<file path="src/rtl/ifetch_ifid_stage_if.sv">
// ifetch_ifid_stage_if: instruction memory bus between the fetch stage and a 256x32 combinational imem.
//   imem_addr  8-bit word address driven by the fetch stage (master)
//   imem_inst  32-bit read data returned in the same cycle (slave)
interface ifetch_ifid_stage_if;
    logic [7:0]  imem_addr;
    logic [31:0] imem_inst;
    modport master (output imem_addr, input imem_inst);
    modport slave  (input imem_addr, output imem_inst);
endinterface

</file>
<file path="src/rtl/ifetch_ifid_stage.sv">
// ifetch_ifid_stage: fetch PC plus IF/ID pipeline register with stall, flush and redirect.
//   clk, rst_n          clock, asynchronous active-low reset
//   stall_i, flush_i    decode-side hold / bubble request
//   redirect_i/_pc_i    branch/jump target load (inserts one bubble)
//   imem                master side of the instruction memory bus (addr = pc_o[7:0])
//   pc_o                current fetch PC
//   ifid_pc/inst/valid  IF/ID register contents (valid=0 marks a bubble)
//   stall_cnt_o, flush_cnt_o  saturating event counters, present only with IFETCH_PERF_EN
module ifetch_ifid_stage #(
    parameter logic [31:0] RESET_PC = 32'd0,
    parameter logic [31:0] NOP_INST = 32'd0,
    parameter logic [31:0] PC_STEP  = 32'd1
) (
    input  logic                    clk,
    input  logic                    rst_n,
    input  logic                    stall_i,
    input  logic                    flush_i,
    input  logic                    redirect_i,
    input  logic [31:0]             redirect_pc_i,
    ifetch_ifid_stage_if.master     imem,
    output logic [31:0]             pc_o,
    output logic [31:0]             ifid_pc_o,
    output logic [31:0]             ifid_inst_o,
`ifdef IFETCH_PERF_EN
    output logic [31:0]             stall_cnt_o,
    output logic [31:0]             flush_cnt_o,
`endif
    output logic                    ifid_valid_o
);
    typedef enum logic [1:0] {BOOT, RUN, HOLD} state_t;
    state_t      state_q, state_d;
    logic [31:0] pc_q, pc_d, ifid_pc_q, ifid_pc_d, ifid_inst_q, ifid_inst_d;
    logic        ifid_valid_q, ifid_valid_d, run, adv, bubble;
    always_comb begin
        run          = state_q != BOOT;
        adv          = run && !redirect_i && !stall_i;
        // Full bubble (pc 0): redirect anywhere, or flush while stalled.
        // Flush during a normal advance keeps the advancing pc.
        bubble       = redirect_i || (run && flush_i);
        pc_d         = redirect_i ? redirect_pc_i : adv ? pc_q + PC_STEP : pc_q;
        ifid_pc_d    = adv ? pc_q : bubble ? 32'd0 : ifid_pc_q;
        ifid_inst_d  = adv ? (flush_i ? NOP_INST : imem.imem_inst) : bubble ? NOP_INST : ifid_inst_q;
        ifid_valid_d = adv ? !flush_i : bubble ? 1'b0 : ifid_valid_q;
        state_d      = (run && stall_i) ? HOLD : RUN;
    end
    always_ff @(posedge clk or negedge rst_n) begin
        if (!rst_n) begin
            state_q      <= BOOT;
            pc_q         <= RESET_PC;
            ifid_pc_q    <= 32'd0;
            ifid_inst_q  <= NOP_INST;
            ifid_valid_q <= 1'b0;
        end else begin
            state_q      <= state_d;
            pc_q         <= pc_d;
            ifid_pc_q    <= ifid_pc_d;
            ifid_inst_q  <= ifid_inst_d;
            ifid_valid_q <= ifid_valid_d;
        end
    end
`ifdef IFETCH_PERF_EN
    logic [31:0] stall_cnt_q, flush_cnt_q;
    always_ff @(posedge clk or negedge rst_n) begin
        if (!rst_n) begin
            stall_cnt_q <= 32'd0;
            flush_cnt_q <= 32'd0;
        end else begin
            if (run && stall_i && !redirect_i && stall_cnt_q != 32'hFFFF_FFFF)
                stall_cnt_q <= stall_cnt_q + 32'd1;
            if (bubble && flush_cnt_q != 32'hFFFF_FFFF)
                flush_cnt_q <= flush_cnt_q + 32'd1;
        end
    end
    assign stall_cnt_o = stall_cnt_q;
    assign flush_cnt_o = flush_cnt_q;
`endif
    assign imem.imem_addr = pc_q[7:0];
    assign pc_o           = pc_q;
    assign ifid_pc_o      = ifid_pc_q;
    assign ifid_inst_o    = ifid_inst_q;
    assign ifid_valid_o   = ifid_valid_q;
endmodule

</file>
<file path="src/flat_wrapper.sv">
// flat-port wrapper written by rule: the top's interface ports become plain ports
module ifetch_ifid_stage_flat 
#(
    parameter logic [31:0] RESET_PC = 32'd0,
    parameter logic [31:0] NOP_INST = 32'd0,
    parameter logic [31:0] PC_STEP  = 32'd1
)
  (clk, rst_n, stall_i, flush_i, redirect_i, redirect_pc_i, pc_o, ifid_pc_o, ifid_inst_o, ifid_valid_o, imem_imem_addr, imem_imem_inst);
  ifetch_ifid_stage_if imem_i ();
  input  logic clk;
  input  logic rst_n;
  input  logic stall_i;
  input  logic flush_i;
  input  logic redirect_i;
  input  logic [31:0] redirect_pc_i;
  output logic [31:0] pc_o;
  output logic [31:0] ifid_pc_o;
  output logic [31:0] ifid_inst_o;
  output logic ifid_valid_o;
  output wire logic [$bits(imem_i.imem_addr)-1:0] imem_imem_addr;
  input wire logic [$bits(imem_i.imem_inst)-1:0] imem_imem_inst;
  assign imem_imem_addr = imem_i.imem_addr;
  assign imem_i.imem_inst = imem_imem_inst;
  ifetch_ifid_stage #(.RESET_PC(RESET_PC), .NOP_INST(NOP_INST), .PC_STEP(PC_STEP)) u_core (.clk(clk), .rst_n(rst_n), .stall_i(stall_i), .flush_i(flush_i), .redirect_i(redirect_i), .redirect_pc_i(redirect_pc_i), .imem(imem_i), .pc_o(pc_o), .ifid_pc_o(ifid_pc_o), .ifid_inst_o(ifid_inst_o), .ifid_valid_o(ifid_valid_o));
endmodule
</file>
<file path="config.mk">
export PLATFORM = sky130hd
export DESIGN_NAME = ifetch_ifid_stage_flat
export DESIGN_NICKNAME = d
export VERILOG_FILES = /design/src/rtl/ifetch_ifid_stage_if.sv /design/src/rtl/ifetch_ifid_stage.sv /design/src/flat_wrapper.sv
export SDC_FILE = /design/constraint.sdc
export NUM_CORES = 1
export LEC_CHECK = 0
export ABC_AREA = 1
export CAP_MARGIN = 15
export CORE_MARGIN = 10
export CORE_UTILIZATION = 41
export DETAILED_ROUTE_END_ITERATION = 8
export PLACE_DENSITY = 0.77
export RECOVER_POWER = 25
export SLEW_MARGIN = 20
export SYNTH_ARGS = -nofsm -noshare
export SYNTH_HDL_FRONTEND = slang
export SYNTH_SLANG_ARGS = --single-unit
</file>
<file path="constraint.sdc">
create_clock -name clk -period 1.48 [get_ports clk]
set_clock_uncertainty 0.15 [all_clocks]
set_input_delay 0.222 -clock clk [delete_from_list [all_inputs] [get_ports clk]]
set_output_delay 0.222 -clock clk [all_outputs]
set_load 0.01 [all_outputs]
</file>
# After elaboration in Yosys (flattened, before gate mapping)
# Index checks and enable logic that the tools add are counted.
[op_classes]
addsub = 1
n_mux = 9
n_reduce_logical = 11
[op_table]
columns = ["op", "n"]
rows = [
  ["$mux 32", 6],
  ["$add 32x1->32 const B", 1],
  ["$reduce_bool 2->1", 3],
  ["$logic_and 1x1->1", 4],
  ["$logic_not 1->1", 3],
  ["$mux 1", 2],
  ["$mux 2", 1],
  ["$logic_or 1x1->1", 1],
]
[totals]
wordCells = 26
out_inout_bits = 105
ff_bits = 99

# Depth between registers and ports, before layout
[logic_depth]
depth_word = 5
ltp_mapped = 9
depth_no_buf = 8

# Worst setup path after synthesis
# Ideal clock, no wire load.
[synth_path]
path_type = "register -> register"
from = "reg u_core.pc_q[1] (netlist: u_core.pc_o[1])"
to = "reg u_core.pc_q[30] (netlist: u_core.pc_o[30])"
arrival_ns = 1.323
path_stages_with_launch = 9
path_slack_ns = -0.117
required_ns = 1.206
synth_period_minus_slack_ns = 1.597
n_path_buf = 0
cell_sequence = "dfrtp_1 -> ha_1 -> nand2_1 -> nor2_2 -> nand2_1 -> nor2_1 -> nand2_1 -> nand2_1 -> nand3_1"
[synth_between]
elab_chain_len = 3
[synth_rtl]
columns = ["item", "line", "source"]
rows = [
  ["from (decl)", "ifetch_ifid_stage.sv:32", "logic [31:0] pc_q, pc_d, ifid_pc_q, ifid_pc_d, ifid_inst_q, ifid_inst_d;"],
  ["from (signal assigned)", "ifetch_ifid_stage.sv:55", "pc_q <= pc_d;"],
  ["$add 32x1->32", "ifetch_ifid_stage.sv:40", "pc_d = redirect_i ? redirect_pc_i : adv ? pc_q + PC_STEP : pc_q;"],
  ["$mux 32 (2 in series)", "ifetch_ifid_stage.sv:40", ""],
]
# Every way passes these cells. The select of a mux whose other input is x is not followed.
# A chain may end at the register's enable or synchronous reset.

# Worst setup path in the final report
[layout_path]
from = "reg u_core.pc_q[0] (netlist: u_core.pc_o[0])"
to = "reg u_core.pc_q[18] (netlist: u_core.pc_o[18])"
# Same word-level chain as after synthesis.

==> reports/metrics.cfg <==
[run_status]
status = finished, violations left
violations = setup timing

[route]
vias = 5574
drc_errors = 0
drtIter0Drc = 442
wl_per_cell_um = 19.4
dr.pass1.iters = 5
antenna_left = 0
drt_wl_total_mm = 20.8
via_per_inst = 5.21

[cts]
path_clk_slew_ns = 0.07
cts.htree.levels = 3
clock_path_buffers = 2
cts_tree = yes
worstSkewPairLatency_ns = 0.35
clkSinkCount = 99
cts_buffers = 9
cts_root_buf = clkbuf_16

[timing]
grt_setup_unrepaired = true
final_hold_viol_count = 0
holdWs_ns = 0.156
setup-tns-final_ns = -9.00
min_period_ns = 1.71
fin_crit_sh = 1.16
maxSlewHeadroom = 0.545
setup_viol = 96
final-max-slew-violation-count = 0
setup_ws_ns = -0.233
clock.fmax_ghz = 0.584
tightest_slew_ns = 0.682

[global_route]
grt_pass1_wl_mm = 28.4
grt_max_degree = 33
antenna_found_initial = 1
overflow = 0
track_usage = 0.212
grt_pass1_vias = 5551

[yosys]
synthCells = 662
synth_area_leaders = dfrtp_1, nand2_1, o21ai_0, nor2_1, inv_1
ys_top_cells_by_count = nand2_1, dfrtp_1, nor2_1, inv_1, o21ai_0
seq_area_frac_synth = 0.504
netlist.area_leader.share = 0.504
syn_area_um2 = 4920
yosysTopAreaCell = dfrtp_1
yosysWarningCount = 0
synth-seq-cells = 99
syn_nets = 732
syn_avg_cell_area_um2 = 7.43
synth_ff_type = dfrtp_1
post-synth-top-count-cell = nand2_1
synthArstFlopShare = 1.00
synth_cell_types = 23
synth-edff-count = 0

[critical_path]
cp_max_fo = 3
cp-end-kind = flip-flop
cp-start-kind = flip-flop
worstReg2RegStart = u_core.pc_o[0]
crit_type = reg2reg
ff2ff_path_depth = 8
r2r-end = u_core.pc_o[18]
r2r_slack_ns = -0.23
crit_required_ns = 1.56
cp-startpoint = u_core.pc_o[0]
crit_path_end = u_core.pc_o[18]
worst_ep_arrival_time_ns = 1.80

[layout]
areaGrowthSynthToFinish_pct = 77.7
final_area_um2 = 8740
fin_nets = 991
drive_gt1_frac = 0.339
diodes = 0

[power]
powerDensity_nw_per_um2 = 877
seqPwrFrac = 0.409
switching_share = 0.311
intPower_w = 0.00528
p_comb_frac = 0.289
p_clk_frac = 0.302
max-vdd-ir-drop_uv = 508
total_leakage_power_nw = 4.73
p_switching_w = 0.00239

[placement]
postPlaceCellArea_um2 = 7250
dp.final_hpwl_mm = 13.0
port-buffer-count = 173
gp_congestion = 0.875

[floorplanning]
row_count = 39
io_pins = 174
fp.dieArea_um2 = 16800
die-height_um = 130
start_util = 0.425
core_area_um2 = 11600
die_w_um = 130

[flow_run]
maxCapViolCount = 0

[hold_path]
hold_class = in2reg

==> routing by layer <==
| metal | vias up | track usage | routed length, µm |
|---|---|---|---|
| met5 | - | 0 | 13 |
| met4 | 2 | 0.0648 | 393 |
| met3 | 36 | 0.0710 | 1890 |
| met2 | 264 | 0.361 | 10400 |
| met1 | 2701 | 0.249 | 8060 |
| li1 | 2571 | - | - |
==> worst max-delay path: stages, from the launching register on <==
cell,delay [ns]
dfrtp_1,0.39
buf_6,0.12
ha_4,0.14
nand2_4,0.06
nor2_4,0.16
buf_6,0.13
nand3b_1,0.18
o21ai_1,0.18
nand3b_1,0.08
==> stage by stage <==
stage / worst slack, ns / instances / utilization / power (W)
final: -0.233 / 1069 / 0.756 / 0.00766
after global routing: -0.317 / 1069 / 0.756 / 0.00799
after CTS: -0.171 / 1052 / 0.682 / 0.00730
after detailed placement: -0.421 / 1011 / 0.627 / 0.00491
after global placement: -0.381 / 1011 / 0.627 / 0.00489
after floorplan: -0.0234 / 662 / - / 0.00380
==> how the worst min path moves through the flow <==
stage	end	from	cells after the start
after CTS	u_core.state_q[0]	stall_i	2
after floorplan	u_core.ifid_inst_o[0]	rst_n	0
after global routing	u_core.state_q[0]	stall_i	2
final	u_core.state_q[0]	stall_i	2
after detailed placement	u_core.pc_o[19]	rst_n	1
after global placement	u_core.pc_o[19]	rst_n	1
==> cell families (layout without fill, tap and decap cells) <==
family,count (synthesis),in the layout,share of synthesized area
adders and majority gates,1,1,0.00254
xor gates and xnor gates,4,4,0.00712
buffers and inverters,94,358,0.0840
and+or+nand+nor,391,391,0.325
DFF,99,99,0.504
AOI/OAI and AO/OA,73,73,0.0776
==> state kept, by name (all words and copies together) (netlist names) <==
register / flops
u_core.ifid_inst_o: 32
u_core.ifid_pc_o: 32
u_core.ifid_valid_o: 1
u_core.pc_o: 32
u_core.state_q: 2
==> cells in the final DEF (no fill, tap or decap), types with 2 or more instances in the layout <==
master           Yosys  final
buf_12               0     10
buf_2                6     13
buf_4               14     56
buf_6                0     36
buf_8                0      4
clkbuf_1            13      3
clkbuf_16            0     16
clkbuf_2             0      7
clkbuf_8             0      3
clkdlybuf4s15_1      0      7
clkdlybuf4s50_1      0     65
clkinvlp_4           0      2
dfrtp_1             99     96
dfrtp_2              0      3
dlygate4sd2_1        0     74
inv_1               60     58
nand2_1            254    150
nand2_2              1     59
nand2_4              1     45
nand2_8              0      2
nand3_1             42     35
nand3_2              0      7
nand3b_1            10     10
nor2_1              75     55
nor2_2               3      8
nor2_4               2     17
o211ai_1             3      3
o21ai_0             58     23
o21ai_1              8     27
o21ai_2              0     16
o21bai_1             2      2
or2_4                0      2
xor2_1               4      3
==> repair_timing <==
| item | 4_1_cts | 5_1_grt |
|---|---|---|
| gates resized for setup | 252 | 241 |
| endpoints found under the setup margin | 172 | 115 |
| buffers inserted | 25 | 14 |
| hold buffers | 1 | 0 |
| endpoints found under the hold margin | 99 | 0 |
| pin swaps | 28 | 53 |
| cloned | 2 | 9 |
==> power groups by stage <==
stage	clock, W	sequential (W)	combinational, W
5_1_grt	0.00245	0.00316	0.00239
6_report	0.00231	0.00313	0.00222
3_5_place_dp	0	0.00315	0.00177
3_3_place_gp	0	0.00314	0.00175
4_1_cts	0.00234	0.00308	0.00189
2_1_floorplan	0	0.00323	0.000566
==> layout make-up <==
type / count / area, µm²
timing repair buffer: 281 / 2770
inverter: 61 / 235
clock inverter: 1 / 7.51
clock buffer: 15 / 278
tap: 143 / 179
multi-input combinational: 469 / 2790
fill: 794 / 2830
sequential: 99 / 2480
(Power assumes the default switching activity.)
